[src/rtl/multi_debounce.sv]
// N-channel input conditioner: per-channel synchroniser, debounce counter and
// edge ticks, with an optional atomic group that only updates as a whole word.
module multi_debounce #(
    parameter int                  CHANNELS      = 8,
    parameter int                  STABLE_CYCLES = 1300000,
    parameter int                  SYNC_STAGES   = 2,
    parameter logic [CHANNELS-1:0] GROUP_MASK    = '0,
    parameter logic [CHANNELS-1:0] RESET_LEVEL   = '0
) (
    input  logic                clk,
    input  logic                rst,
    input  logic [CHANNELS-1:0] raw_in,
    output logic [CHANNELS-1:0] db_level,
    output logic [CHANNELS-1:0] db_rise,
    output logic [CHANNELS-1:0] db_fall,
    output logic                group_update,
    output logic [CHANNELS-1:0] busy
);

    localparam int             CW      = $clog2(STABLE_CYCLES);
    localparam logic [CW-1:0] CNT_MAX = CW'(STABLE_CYCLES - 1);

    logic [SYNC_STAGES-1:0][CHANNELS-1:0] sync_q, sync_d;
    logic [CHANNELS-1:0][CW-1:0]          cnt_q, cnt_d;
    logic [CHANNELS-1:0]                  level_q, level_d;
    logic [CHANNELS-1:0]                  rise_q, rise_d;
    logic [CHANNELS-1:0]                  fall_q, fall_d;
    logic [CHANNELS-1:0]                  gsamp_q, gsamp_d;
    logic [CW-1:0]                        gcnt_q, gcnt_d;
    logic                                 gupd_q, gupd_d;

    logic [CHANNELS-1:0] sync_s;
    logic [CHANNELS-1:0] g_s;
    logic [CHANNELS-1:0] glevel_s;
    logic [CHANNELS-1:0] busy_s;

    assign sync_s   = sync_q[SYNC_STAGES-1];
    assign g_s      = sync_s & GROUP_MASK;
    assign glevel_s = level_q & GROUP_MASK;

    // Next-state: synchroniser shift, independent counters, then the group.
    always_comb begin
        sync_d  = sync_q;
        cnt_d   = cnt_q;
        level_d = level_q;
        rise_d  = '0;
        fall_d  = '0;
        gsamp_d = gsamp_q;
        gcnt_d  = gcnt_q;
        gupd_d  = 1'b0;

        sync_d[0] = raw_in;
        for (int k = 1; k < SYNC_STAGES; k++) begin
            sync_d[k] = sync_q[k-1];
        end

        for (int i = 0; i < CHANNELS; i++) begin
            if (GROUP_MASK[i]) begin
                cnt_d[i] = '0;
            end else if (sync_s[i] == level_q[i]) begin
                cnt_d[i] = '0;
            end else if (cnt_q[i] == CNT_MAX) begin
                level_d[i] = ~level_q[i];
                rise_d[i]  = ~level_q[i];
                fall_d[i]  = level_q[i];
                cnt_d[i]   = '0;
            end else begin
                cnt_d[i] = cnt_q[i] + CW'(1);
            end
        end

        // Any movement inside the group restarts the shared count.
        if (g_s != gsamp_q) begin
            gsamp_d = g_s;
            gcnt_d  = '0;
        end else if (gsamp_q != glevel_s) begin
            if (gcnt_q == CNT_MAX) begin
                level_d = (level_d & ~GROUP_MASK) | gsamp_q;
                rise_d  = rise_d | (gsamp_q & ~level_q);
                fall_d  = fall_d | (level_q & GROUP_MASK & ~gsamp_q);
                gupd_d  = 1'b1;
                gcnt_d  = '0;
            end else begin
                gcnt_d = gcnt_q + CW'(1);
            end
        end else begin
            gcnt_d = '0;
        end
    end

    // Pending-value indication, derived from registered state only.
    always_comb begin
        busy_s = (sync_s ^ level_q) & ~GROUP_MASK;
        if ((gsamp_q != glevel_s) || (g_s != gsamp_q)) begin
            busy_s = busy_s | GROUP_MASK;
        end else begin
            busy_s = busy_s;
        end
    end

    // State registers with synchronous reset.
    always_ff @(posedge clk) begin
        if (rst) begin
            for (int k = 0; k < SYNC_STAGES; k++) begin
                sync_q[k] <= RESET_LEVEL;
            end
            cnt_q   <= '0;
            level_q <= RESET_LEVEL;
            rise_q  <= '0;
            fall_q  <= '0;
            gsamp_q <= RESET_LEVEL & GROUP_MASK;
            gcnt_q  <= '0;
            gupd_q  <= 1'b0;
        end else begin
            sync_q  <= sync_d;
            cnt_q   <= cnt_d;
            level_q <= level_d;
            rise_q  <= rise_d;
            fall_q  <= fall_d;
            gsamp_q <= gsamp_d;
            gcnt_q  <= gcnt_d;
            gupd_q  <= gupd_d;
        end
    end

    assign db_level     = level_q;
    assign db_rise      = rise_q;
    assign db_fall      = fall_q;
    assign group_update = gupd_q;
    assign busy         = busy_s;

endmodule
[config.mk]
export PLATFORM = sky130hd
export DESIGN_NAME = multi_debounce
export DESIGN_NICKNAME = d
export VERILOG_FILES = /design/src/rtl/multi_debounce.sv
export SDC_FILE = /design/constraint.sdc
export NUM_CORES = 1
export LEC_CHECK = 0
export BUFFER_PORTS_ARGS = -buffer_cell sky130_fd_sc_hd__buf_2
export CAP_MARGIN = 10
export CORE_ASPECT_RATIO = 1.2
export CORE_MARGIN = 2
export CORE_UTILIZATION = 47
export DETAILED_ROUTE_END_ITERATION = 10
export GPL_ROUTABILITY_DRIVEN = 0
export PLACE_DENSITY = 0.77
export RECOVER_POWER = 25
export SETUP_SLACK_MARGIN = 0.05
export SLEW_MARGIN = 40
export SYNTH_ARGS = -nofsm -noshare
export SYNTH_HDL_FRONTEND = slang
export SYNTH_SLANG_ARGS = --single-unit
[constraint.sdc]
create_clock -name clk -period 1.8 [get_ports clk]
set_input_delay 0.36 -clock clk [delete_from_list [all_inputs] [get_ports clk]]
set_output_delay 0.36 -clock clk [all_outputs]
set_load 0.1 [all_outputs]
[After elaboration in Yosys (flattened, before gate mapping)]
Cells that the tools add are included.
Storage, ports and cells
  bits in registers: 208
  latch bits: 0
  bits in writable memories: 0
  bits in read-only memories: 0
  output and inout bits: 33
  memories kept: 0
Operators by class
  add/subtract/negate cells: 8
  multiply operators: 0
  div/mod/pow operators: 0
  order comparisons: 0
  eq/ne operators: 16
  shifts and indexed selects: 0
  mux-type cells: 0
  bitwise operators: 25
  reductions and logical operators: 24
Operators by type and width (number)
  $add A21 B1 Y21 const B: 8
  $eq A21 B21 Y1 const B: 8
  $reduce_or A3 Y1: 16
  $not A1 Y1: 24
  $reduce_and A2 Y1: 8
  $eq A1 B1 Y1: 8
  $xor A8 B8 Y8: 1

[Longest topological paths before layout]
  word-level depth: 3
  gate-level depth with buffers: 7
  gate-level depth less buffers: 5

[Worst setup path before layout]
OpenSTA, ideal clock, no wires.
  path type: reg2reg
  start point: reg level_q[3] (netlist: db_level[3])
  end point: reg cnt_q[76] (netlist name)
  setup time: 0.071 ns
  arrival time: 3.342 ns
  required time: 1.729 ns
  slack: -1.613 ns
  cell stages (with the launch flop): 6
  buffers on the path: 1
  cell sequence: dfxtp_1 -> xor2_1 -> nand2b_1 -> o21bai_1 -> clkbuf_1 -> a21oi_1
Between the ends
  cells in the longest elaborated chain, start to end: 2
RTL lines
  from (decl): line 25  | logic [CHANNELS-1:0] level_q, level_d;
  from (signal assigned): line 117  | level_q <= level_d;
  $eq A1 B1 Y1: line 60  | end else if (sync_s[i] == level_q[i]) begin
  $reduce_or A3 Y1 (no source line)
  to (signal assigned): line 116  | cnt_q <= cnt_d;
  to (decl): line 24  | logic [CHANNELS-1:0][CW-1:0] cnt_q, cnt_d;
Every way passes these cells.
A chain may end at the register's enable or synchronous reset.

[Worst setup path after layout]
  start point: reg cnt_q[48] (netlist name)
  end point: reg level_q[2] (netlist: db_level[2])
Between the ends
  cells in the longest elaborated chain, start to end: 2
RTL lines
  $eq A21 B21 Y1: line 62  | end else if (cnt_q[i] == CNT_MAX) begin
  $reduce_and A2 Y1 (no source line)
Every way passes these cells.

==> metrics.md <==
| Metric | Value |
|---|---|
| Status | finished, violations left |
| Final WL | approximately 19 mm |
| Simple-gate portion of the synthesized area | 30.4% |
| Final hold violation count | 0 |
| Post-synth EDFFs | 0 |
| Complex-gate fraction of the synthesized area | 7.78% |
| Layout Nets | 1147 |
| Post-Synth Adder-Cell Area | under 10% |
| Maximum fanout along the worst path | 3 |
| Post-Synth XOR/XNOR Area | 11.0% |
| Largest family of logic cells by synthesized area | simple AND/OR/NAND/NOR gates |
| Critical path class | reg -> reg |
| Fin. max-slew vios | 0 |
| Root buf cell | clkbuf_16 |
| Worst rel slew slack | 9.94% |
| Unrepaired setup endpoints after global routing | yes |
| GRT Util Overall | between 10% and 20% |
| Initial antenna violation count | 0 |
| FF-to-FF setup slack | -0.1 ns |
| CP endpoint | db_level[2]$_SDFFE_PP0P_ |
| Worst-skew pair later-pin latency | ~0.50 ns |
| Reg2Reg Launch Point | cnt_q[48]$_SDFF_PP0_ |
| Dominant synthesized flop cell | dfxtp_1 |
| Crit path largest cell delay | about 0.52 ns |
| Worst hold start | raw_in[7] |
| Yosys reg bits | 208 |
| Most frequent cells in the layout | dfxtp_1 (177), nor2_1 (122), buf_4 (88) |
| Syn avg cell area | 8.89 um^2 |
| CP max stage cell | or4_4 |
| Multiplexer area fraction after synthesis | 0% |
| Sequential area share after synthesis | 47.1% |
| Worst reg2reg endpoint | db_level[2]$_SDFFE_PP0P_ |
| Maximum number of pins on one net before global-route repair | 22 |
| Final critical-path share of the clock period | 105% |
| CTS Buf Count | 22 |
| WL per Instance | 13.4 um |
| Chip width | 129 um |
| Max Cap Viol | 0 |
| Cells along the critical path | or4_4 > or4_4 > or3_1 > a21oi_2 |
| FMAX | ~530 MHz |
| Post-synth ARST share | 0% |
| Number of global-route vias before repair | just under 7000 |
| Starting density of the core | 48.3% |
| CP required | 2.23 ns |
| Critical Path AT | between 2 and 2.5 ns |
| CTS Buffer Depth | 3 |
| Post-Syn Nets | 1013 |
| CP Capture Type | flip-flop |
| CP startpoint kind | flip-flop |
| Area growth syn-to-layout | 28.4% |
| Post-layout min period | roughly 1.9 ns |
| Chip height | 154 um |
| Die Footprint | about 20000 um^2 |
| Crit-path most repeated cell | or4_4 |
| Reg2reg path depth | 4 |
| Worst setup path startpoint | cnt_q[48]$_SDFF_PP0_ |
| Core Util, Final | 62.0% |
| TritonCTS clock tree | yes |
| First-pass detailed-route iteration total | 4 |
| Core ar. | ~18000 um^2 |
| LEAKAGE | roughly 3.8 nW |
| First-pass GRT wire length | 31.0 mm |
| # IOs | 43 |
| Most common cell after layout, fill and taps aside | dfxtp_1 |
| Aggregate global routing overflow | 0 |
| Post-synth cell types | 41 |
| Layout cells sized above 1 | 24.7% |
| Post-route ant nets | 0 |
| Violated checks | negative setup slack |
| Max IR drop VDD | 577 uV |
| HP Class | in -> reg |
| Mapped cell area | 8850 um^2 |
| Setup TNS | -1.73 ns |
| Post-DP HPWL | 12.7 mm |
| DR DRC count | 0 |
| 1st-iter DRT viols | approximately 250 |
| Final WS setup | -0.0964 ns |
| Vias | between 7000 and 8000 |
| PwrDens | 837 nW/um^2 |
| Vias per cell | approximately 5.4 |
| Final setup vio count | 34 |
| Port Buffers | 41 |
| Clk sinks | around 210 |
| Clock Skew | 0.0121 ns |
| FP Rows | 54 |
| Diode count | 0 |
| Clock-pin slew on the worst setup and hold paths | 0.06 ns |
| Yosys warns | 0 |
| Slew @ Worst Pin | 1.35 ns |
| Cells after Synth | roughly 1000 |
| H-tree depth | 1 |
[state kept, by name (all words and copies together), names as in the netlist]
register  cells
db_fall       8
sync_s        8
sync_d        8
db_level      8
db_rise       8
cnt_q       168
[where the power goes]
| group | total (W) | switching, W | leakage (nW) | internal [W] |
|---|---|---|---|---|
| Clock | 0.00466 | 0.00180 | 0.383 | 0.00285 |
| Combinational | 0.000215 | 0.000141 | 1.72 | 0.0000746 |
| Sequential | 0.00464 | 0.0000218 | 1.70 | 0.00461 |
| Total | 0.00951 | 0.00196 | 3.80 | 0.00754 |
[cells in the mapped netlist, types with 2 or more instances]
cell type	instances	area [um^2]
xnor2_1	36	315
dfxtp_1	208	4160
or4_1	27	203
nor4b_1	9	78.8
nor2_1	129	484
or3_1	27	169
o31ai_1	19	143
clkbuf_1	29	109
a31o_2	2	17.5
inv_1	27	101
buf_2	3	15.0
nor4bb_1	4	40.0
o21a_1	2	15.0
and2_1	6	37.5
nor3_1	14	70.1
nand4b_1	4	35.0
and4_1	33	289
ha_1	8	100
a21oi_1	55	275
nor2b_1	22	138
o21ba_2	2	20.0
nand2b_1	5	31.3
and3_1	18	113
nor4_1	18	113
o21bai_1	3	22.5
nand2_1	52	195
and4b_1	2	20.0
nand3_1	58	290
o21ai_0	38	190
xor2_1	75	657
nand4_1	50	313
[per-stage QoR]
stage,worst slack (ns),hold slack [ns],instance area (um^2),total power (W),cells
after detailed placement,-0.138,0.428,10300,0.00493,1347
after floorplan,-0.0957,0.408,9250,0.00488,995
after CTS,-0.101,0.0479,11100,0.00963,1388
final,-0.0964,0.0624,11400,0.00951,1396
after global placement,-0.0720,0.416,10300,0.00493,1347
after global routing,-0.134,0.0675,11400,0.00983,1396
[worst max-delay path: cells and delay by family, from the launching register on]
family | cells | cell delay (ns)
simple gates | 3 | 1.38
flops | 1 | 0.32
compound gates | 1 | 0.13
[cell families (layout without fill, tap and decap cells)]
family	count (synthesis)	after routing
AOI/OAI and AO/OA	122	122
xor gates and xnor gates	111	111
adders and majority gates	8	8
buffers and inverters	60	209
DFF	208	208
other	1	1
and+or+nand+nor	485	485
[final cells by class]
| type | count | area, um^2 |
|---|---|---|
| inverter | 27 | 101 |
| fill | 1541 | 6950 |
| clock buffer | 31 | 699 |
| multi-input combinational | 727 | 4920 |
| sequential | 208 | 4230 |
| tap | 252 | 315 |
| timing repair buffer | 143 | 1030 |
| clock inverter | 8 | 68.8 |
[worst min path at each step]
stage                                  to  slack [ns]  cells after the start
floorplan           cnt_q[105]$_SDFF_PP0_        0.41                      1
global placement     sync_s[5]$_SDFF_PP0_        0.42                      1
detailed placement   sync_s[0]$_SDFF_PP0_        0.43                      1
CTS                 sync_d[15]$_SDFF_PP0_        0.05                      2
global route        sync_d[15]$_SDFF_PP0_        0.07                      2
finish              sync_d[15]$_SDFF_PP0_        0.06                      2
[what timing repair did]
item | 4_1_cts | 5_1_grt
setup endpoints to repair | 37 | 91
buffers inserted | 0 | 8
gates cloned | 2 | 0
resized for setup | 38 | 61
hold buffers | 0 | 0
pin swaps | 4 | 12
[routing by layer]
layer  global-route usage, %  part of all wire (%)
met4                    5.38                   2.1
met3                    2.49                   3.3
met1                    22.7                    45
met5                       0                     0
met2                    32.3                    50
No activity file was read; power rests on OpenSTA's default activity.
